===== config.mk =====
export PLATFORM = sky130hd
export DESIGN_NAME = maxpool2x2_layer
export DESIGN_NICKNAME = d
export VERILOG_FILES = /design/src/rtl/maxpool_pkg.sv /design/src/rtl/maxpool_row_buf.sv /design/src/rtl/maxpool2x2_layer.sv
export SDC_FILE = /design/constraint.sdc
export NUM_CORES = 1
export LEC_CHECK = 0
export BUFFER_PORTS_ARGS = -buffer_cell sky130_fd_sc_hd__buf_4
export CAP_MARGIN = 5
export CORE_MARGIN = 2
export CORE_UTILIZATION = 25
export DETAILED_ROUTE_END_ITERATION = 8
export PLACE_DENSITY = 0.38
export SYNTH_ARGS = -nofsm -noshare
export SYNTH_HDL_FRONTEND = slang
export SYNTH_HIERARCHICAL = 1
export SYNTH_SLANG_ARGS = --single-unit

===== constraint.sdc =====
create_clock -name clk -period 17 [get_ports clk]
set_input_delay 1.7 -clock clk [delete_from_list [all_inputs] [get_ports clk]]
set_output_delay 1.7 -clock clk [all_outputs]
set_load 0.1 [all_outputs]

===== src/rtl/maxpool_pkg.sv =====
// Shared types and sizing for the 2x2/stride-2 max-pool stage that follows conv1_layer.
// Pixel values are unsigned; umax is the only arithmetic the datapath needs.
package maxpool_pkg;

  localparam int DEF_IN_WIDTH  = 22;
  localparam int DEF_IN_HEIGHT = 22;
  localparam int PIX_BITS      = 23;
  localparam int DEF_NUM_CH    = 3;

  localparam int POOL_W = DEF_IN_WIDTH / 2;
  localparam int POOL_H = DEF_IN_HEIGHT / 2;

  typedef logic [PIX_BITS-1:0] pix_t;
  typedef pix_t [DEF_NUM_CH-1:0] chan_vec_t;

  // Ties may return either operand: the value is the same.
  function automatic pix_t umax(input pix_t a, input pix_t b);
    return (a > b) ? a : b;
  endfunction

endpackage


===== src/rtl/maxpool_row_buf.sv =====
// Half-row buffer: one channel vector per horizontal pair of the previous even row.
// Single write port, combinational read port (small enough for distributed RAM).
module maxpool_row_buf
  import maxpool_pkg::*;
#(
  parameter int DEPTH     = POOL_W,
  parameter int NUM_CH    = DEF_NUM_CH,
  parameter int DATA_BITS = PIX_BITS,
  parameter int ADDR_BITS = (DEPTH > 1) ? $clog2(DEPTH) : 1
) (
  input  logic                             clk,
  input  logic                             we,
  input  logic [ADDR_BITS-1:0]             waddr,
  input  logic [NUM_CH-1:0][DATA_BITS-1:0] wdata,
  input  logic [ADDR_BITS-1:0]             raddr,
  output logic [NUM_CH-1:0][DATA_BITS-1:0] rdata
);

  logic [NUM_CH-1:0][DATA_BITS-1:0] mem [DEPTH];

  always_ff @(posedge clk) begin
    if (we) begin
      mem[waddr] <= wdata;
    end
  end

  assign rdata = mem[raddr];

endmodule


===== src/rtl/maxpool2x2_layer.sv =====
// Streaming 2x2/stride-2 max pool over three channels with valid/ready on both sides.
// Define MAXPOOL_LAST_EN to add pool_last, flagging the final pooled pixel of each frame.
module maxpool2x2_layer
  import maxpool_pkg::*;
#(
  parameter int IN_WIDTH  = DEF_IN_WIDTH,
  parameter int IN_HEIGHT = DEF_IN_HEIGHT,
  parameter int DATA_BITS = PIX_BITS,
  parameter int NUM_CH    = DEF_NUM_CH
) (
  input  logic                 clk,
  input  logic                 rst,
  input  logic [DATA_BITS-1:0] conv_in_1,
  input  logic [DATA_BITS-1:0] conv_in_2,
  input  logic [DATA_BITS-1:0] conv_in_3,
  input  logic                 valid_in,
  output logic                 maxpool_ready,
  output logic [DATA_BITS-1:0] pool_out_1,
  output logic [DATA_BITS-1:0] pool_out_2,
  output logic [DATA_BITS-1:0] pool_out_3,
  output logic                 valid_out,
  input  logic                 ready_out
`ifdef MAXPOOL_LAST_EN
  , output logic               pool_last
`endif
);

  localparam int HALF_W    = IN_WIDTH / 2;
  localparam int COL_BITS  = (IN_WIDTH > 2) ? $clog2(IN_WIDTH) : 1;
  localparam int ROW_BITS  = (IN_HEIGHT > 2) ? $clog2(IN_HEIGHT) : 1;
  localparam int ADDR_BITS = (HALF_W > 1) ? $clog2(HALF_W) : 1;
  localparam logic [COL_BITS-1:0] COL_LAST = COL_BITS'(IN_WIDTH - 1);
  localparam logic [ROW_BITS-1:0] ROW_LAST = ROW_BITS'(IN_HEIGHT - 1);

  logic [NUM_CH-1:0][DATA_BITS-1:0] sample;
  logic [NUM_CH-1:0][DATA_BITS-1:0] pair_reg;
  logic [NUM_CH-1:0][DATA_BITS-1:0] pair_max;
  logic [NUM_CH-1:0][DATA_BITS-1:0] buf_rd;
  logic [NUM_CH-1:0][DATA_BITS-1:0] result;
  logic [NUM_CH-1:0][DATA_BITS-1:0] pool_reg;

  logic [COL_BITS-1:0]  col_reg;
  logic [ROW_BITS-1:0]  row_reg;
  logic [ADDR_BITS-1:0] buf_addr;
  logic                 valid_reg;
  logic                 accept;
  logic                 odd_col;
  logic                 odd_row;
  logic                 buf_we;
  logic                 load;

  assign sample[0] = conv_in_1;
  assign sample[1] = conv_in_2;
  assign sample[2] = conv_in_3;

  // Stalling the whole input while a result waits means a completing beat
  // can never arrive when the output register is still occupied.
  assign maxpool_ready = !valid_reg || ready_out;
  assign accept        = valid_in && maxpool_ready;

  assign odd_col  = col_reg[0];
  assign odd_row  = row_reg[0];
  assign buf_we   = accept && odd_col && !odd_row;
  assign load     = accept && odd_col && odd_row;
  assign buf_addr = ADDR_BITS'(col_reg >> 1);

  for (genvar gi = 0; gi < NUM_CH; gi++) begin : g_ch
    assign pair_max[gi] = umax(pair_reg[gi], sample[gi]);
    assign result[gi]   = umax(pair_max[gi], buf_rd[gi]);
  end

  maxpool_row_buf #(
    .DEPTH     (HALF_W),
    .NUM_CH    (NUM_CH),
    .DATA_BITS (DATA_BITS),
    .ADDR_BITS (ADDR_BITS)
  ) u_row_buf (
    .clk   (clk),
    .we    (buf_we),
    .waddr (buf_addr),
    .wdata (pair_max),
    .raddr (buf_addr),
    .rdata (buf_rd)
  );

  // Raster position; the window phase is just the parity of row and col.
  always_ff @(posedge clk) begin
    if (rst) begin
      col_reg <= '0;
      row_reg <= '0;
    end else if (accept) begin
      if (col_reg == COL_LAST) begin
        col_reg <= '0;
        row_reg <= (row_reg == ROW_LAST) ? '0 : row_reg + 1'b1;
      end else begin
        col_reg <= col_reg + 1'b1;
      end
    end
  end

  always_ff @(posedge clk) begin
    if (rst) begin
      pair_reg <= '0;
    end else if (accept && !odd_col) begin
      pair_reg <= sample;
    end
  end

  // A load on the same edge as a downstream accept keeps valid_out high.
  always_ff @(posedge clk) begin
    if (rst) begin
      valid_reg <= 1'b0;
      pool_reg  <= '0;
    end else if (load) begin
      valid_reg <= 1'b1;
      pool_reg  <= result;
    end else if (ready_out) begin
      valid_reg <= 1'b0;
    end
  end

  assign valid_out  = valid_reg;
  assign pool_out_1 = pool_reg[0];
  assign pool_out_2 = pool_reg[1];
  assign pool_out_3 = pool_reg[2];

`ifdef MAXPOOL_LAST_EN
  logic last_reg;
  logic frame_end;

  assign frame_end = (row_reg == ROW_LAST) && (col_reg == COL_LAST);

  always_ff @(posedge clk) begin
    if (rst) begin
      last_reg <= 1'b0;
    end else if (load) begin
      last_reg <= frame_end;
    end else if (ready_out) begin
      last_reg <= 1'b0;
    end
  end

  assign pool_last = last_reg;
`endif

endmodule


; Word level (Yosys, flattened, before mapping)
; Memory sizes are Yosys's and may differ from the RTL's. A register that Yosys moved wholly into a read port is not among the register bits.
; Cells that the tools add are included.
[op_classes]
add_sub_neg = 2
magnitude_cmp = 6
n_eq_ne = 2
muxes = 14
reduce_logical = 11
[op_table]
columns = cell, n
row1 = $gt A23 B23 Y1, 6
row2 = $mux W23, 6
row3 = $add A5 B1 Y5 const B, 2
row4 = $eq A5 B5 Y1 const B, 2
row5 = $mux W5, 2
row6 = $mux W4, 2
row7 = $logic_and A1 B1 Y1, 5
row8 = $mux W1, 4
row9 = $logic_not A1 Y1, 3
row10 = $reduce_and A2 Y1, 1
row11 = $reduce_bool A2 Y1, 1
row12 = $logic_or A1 B1 Y1, 1
[totals]
ff_bits = 149
ramBits = 759
input_bits = 73
elab_cells = 45
memories = 1
[memory_table]
columns = name, depth, word_bits, read_ports, rd_clocked_by_memory_dff, wr, line
row1 = u_row_buf.mem, 11, 69, 1, 1, 1, maxpool_row_buf.sv:19  ; logic [NUM_CH-1:0][DATA_BITS-1:0] mem [DEPTH];

; Depth between registers and ports, before layout
[depth]
depth_word = 7
ltp_mapped = 20
depth_no_buf = 15

; Hierarchy
; Netlist, hierarchy kept.
[modules_own_cells]
columns = module, n_inst, cells_per_inst, area_each_um2
row1 = maxpool_row_buf, 1, 1570, 30013.8
row2 = maxpool2x2_layer, 1, 1599, 12020.3

; Worst setup path after synthesis
; OpenSTA, ideal clock, no wires.
[synth_path]
kind = input to register
from = input port ready_out
to = memory u_row_buf/mem[0][0] in the netlist's numbering, enable pin
arrival_ns = 8.361
required_time_ns = 16.419
slack_ns = 8.058
path_stages = 6
path_cell_list = nand2b_1 and2_1 clkbuf_1 and3_1 or3b_2 nor3_1
[synth_between]
elab_chain_len = 6
[synth_lines]
columns = item, line
row1 = from (decl), maxpool2x2_layer.sv:22  ; input logic ready_out
row2 = $logic_or A1 B1 Y1, maxpool2x2_layer.sv:58  ; assign maxpool_ready = !valid_reg || ready_out;
row3 = $logic_and A1 B1 Y1, maxpool2x2_layer.sv:59  ; assign accept = valid_in && maxpool_ready;
row4 = $logic_and A1 B1 Y1 (2 in series), maxpool2x2_layer.sv:63  ; assign buf_we = accept && odd_col && !odd_row;
row5 = via buf_we, maxpool2x2_layer.sv:49  ; logic buf_we;
row6 = $mux W1, maxpool_row_buf.sv:22  ; if (we) begin
row7 = $mux W1 (implied by the code), maxpool_row_buf.sv:23  ; mem[waddr] <= wdata;
row8 = to (decl), maxpool_row_buf.sv:19
; The timed path passes the listed nets, and every way through them passes these cells.

==> flow_summary.toml <==
[power_and_ir_drop]
power_density_mw_per_mm2 = 107
intPower_mw = 3.99
p_sw_frac = 0.243
pwr-share-comb = 0.087
power.clock.fraction = 0.442
switchingPower_mw = 1.28
ir_drop_mv = 0.0787
leakagePower_nw = 16.8
seqPwrFrac = 0.471

[route]
drc = 0
wl_per_cell_um = 22.9
wirelength_um = 127000
drt_iter0_drc = 1473
via_count = 26324
dr.pass1.iters = 5
antenna_left = 0
vias_per_cell = 4.73

[job]
maxCapViolCount = 0

[die]
start_util = 0.252
die-area_mm2 = 0.171
rows = 150
die_h_um = 414
die_w_um = 414
ios = 144
core_region_area_mm2 = 0.167

[setup_path]
r2r_end = "pool_out_3[0]$_SDFFE_PP0P_"
critPathSlowestCell = "a21o_1"
required_ns = 17.61
worstPathArrival_ns = 7.47
cp-start-kind = "input port"
crit_start = "conv_in_3[22]"
ff2ff_path_depth = 14
endpoint = "pool_out_3[0]$_SDFFE_PP0P_"
crit_fanout = 26
cp_cell_sequence = "buf_4 -> inv_1 -> ha_1 -> and4_1 -> buf_4 -> nand4_2 -> nor2_1 -> buf_4 -> a211oi_1 -> nor3_1 -> inv_1 -> ha_1 -> nand3_1 -> or3_1 -> nor4_1 -> a21o_1 -> or3b_1 -> buf_4 -> o211ai_1"
cp-end-kind = "flop"
r2r-start = "col_reg[2]$_SDFFE_PP0P_"
ff2ff_setup_slack_ns = 10.51
max_stage_delay_ns = 0.63
worstSetupPathType = "in -> reg"
worst_path_most_repeated_cell = "buf_4"

[clock_tree]
htreeDepth = 3
clock-root-buffer = "clkbuf_16"
numCtsBuffers = 108
cts_setup_buffers = 0
cts_resized = 0
cts_hold_buf = 0
cts_sinks = 908
cts_tree = "done"
cts_max_path_buffers = 3
clkTransAtPathRegs_ns = 0.05
worst_skew_pair.late_latency_ns = 0.72

[global_routing]
antenna_found_initial = 3
grt_pass1_wl_um = 189000
grt_overflow_total = 0
grtUsageTotal = 0.146
grt_max_degree = 113
grt_pass1_vias = 27445

[sta]
setup_tns_ns = 0
clock_skew_ns = 0.0618
period_share = 0.404
fmaxAchievable_mhz = 146
setup_viol_count_final = 0
drv_slew = 0
rsz0062_at_grt = "false"
tightestPinTransition_ns = 1.08
max_slew_margin = 0.278
hold_viol = 0
min_period_ns = 6.86

[layout]
layout_commonest_cell = "edfxtp_1"
drive_above_1_share = 0.200
syn2layout_area_growth_pct = 16.5
layout.nets = 3481
mostFrequentLayoutCells = "edfxtp_1, nand2_1, inv_1, buf_4, mux2_2"
largest_reg_flops = 759
fillCellCount = 16962
fin_area_mm2 = 0.0490

[placed_design]
dpl.hpwl_um = 75300
port-buffer-count = 143
place_congestion = 0.783
place_area_mm2 = 0.0454

[outcome]
status = "complete, no violations"

[synth]
syn_avg_cell_area_um2 = 13.3
syn_inst = 3169
synth_fp_nets = 3384
synth.distinct_cells = 68
synth_edf_count = 759
synth_warnings = 6
synth-main-ff-cell = "edfxtp_1"
async_flop_share = 0
syn_area_mm2 = 0.0420
synth-seq-cells = 908
ys_seq_area_frac = 0.613

[worst_hold_path]
min_path_type = "reg -> reg"
-- worst max-delay path: cells and delay by family --
kind                     cells  cell delay, ns
adder cells (fa/ha/maj)      2            0.74
buffers and inverters        6            1.45
AO/OA/AOI/OAI                3            0.83
AND/OR/NAND/NOR              8            2.71
-- how the worst min path moves through the flow --
| stage | startpoint | endpoint | cells after the start |
|---|---|---|---|
| after floorplan | pair_reg[0]$_SDFFE_PP0P_ | pair_reg[0]$_SDFFE_PP0P_ | 2 |
| after global placement | pool_out_2[19]$_SDFFE_PP0P_ | pool_out_2[19]$_SDFFE_PP0P_ | 2 |
| after detailed placement | pool_out_2[16]$_SDFFE_PP0P_ | pool_out_2[16]$_SDFFE_PP0P_ | 2 |
| after CTS | pair_reg[35]$_SDFFE_PP0P_ | pair_reg[35]$_SDFFE_PP0P_ | 2 |
| after global routing | pair_reg[45]$_SDFFE_PP0P_ | pair_reg[45]$_SDFFE_PP0P_ | 2 |
| final | pool_out_2[16]$_SDFFE_PP0P_ | pool_out_2[16]$_SDFFE_PP0P_ | 2 |
-- synth_stat cells (55+ instances only) --
library cell	count	area, um^2
a21oi_1	159	796
nor3_1	55	275
dfxtp_1	149	2980
nand2b_1	75	469
mux2_2	193	2170
o211ai_1	104	781
clkbuf_1	117	439
edfxtp_1	759	22800
a22o_1	69	604
o22ai_1	69	432
buf_2	66	330
nand2_1	255	957
mux2i_1	161	1610
inv_1	218	818
o21ai_0	64	320
ha_1	142	1780
-- layer usage --
layer | GRT usage | vias up | routed length [um] | share of wire
li1 | - | 12382 | - | -
met1 | 0.193 | 13364 | 58600 | 0.46
met2 | 0.249 | 419 | 62000 | 0.49
met3 | 0.0186 | 159 | 3800 | 0.030
met4 | 0.0435 | 0 | 2970 | 0.023
met5 | 0 | - | 0 | 0
-- area by class of cell --
class	instances	area, um^2	share of cell area
flip-flops and latches	908	25800	0.526
multi-input cells	1825	14500	0.296
clock buffers	136	2870	0.0586
well taps	2204	2760	0.0563
repair buffers	205	1560	0.0319
inverters	218	818	0.0167
clock inverters	64	701	0.0143
diodes	2	5.00	0.000102
-- logic make-up (layout without fill, tap and decap cells) --
| kind of cell | count (synthesis) | in the layout | share of synthesized area |
|---|---|---|---|
| other | 0 | 2 | 0 |
| buffers and inverters | 436 | 623 | 0.0462 |
| AND/OR/NAND/NOR | 552 | 552 | 0.0653 |
| adder cells (fa/ha/maj) | 142 | 142 | 0.0423 |
| AO/OA/AOI/OAI | 757 | 757 | 0.137 |
| multiplexers | 368 | 368 | 0.0950 |
| XOR/XNOR | 6 | 6 | 0.00125 |
| flip-flops | 908 | 908 | 0.613 |
-- per-stage QoR --
stage | power, mW | cells | hold WS (ns) | worst slack [ns] | util
2_1_floorplan | 2.84 | 3169 | 0.446 | 8.06 | -
3_3_place_gp | 2.99 | 5360 | 0.450 | 9.35 | 0.272
3_5_place_dp | 2.99 | 5360 | 0.458 | 9.31 | 0.272
4_1_cts | 5.36 | 5560 | 0.475 | 10.13 | 0.293
5_1_grt | 5.49 | 5562 | 0.494 | 9.56 | 0.293
6_report | 5.26 | 5562 | 0.472 | 10.14 | 0.293
-- power groups by stage --
stage	combinational [mW]	sequential [mW]	clock, mW
floorplan	0.321	2.52	0
global placement	0.469	2.53	0
detailed placement	0.468	2.53	0
CTS	0.470	2.48	2.41
global route	0.515	2.48	2.49
finish	0.459	2.48	2.33
(Power assumes the default switching activity.)
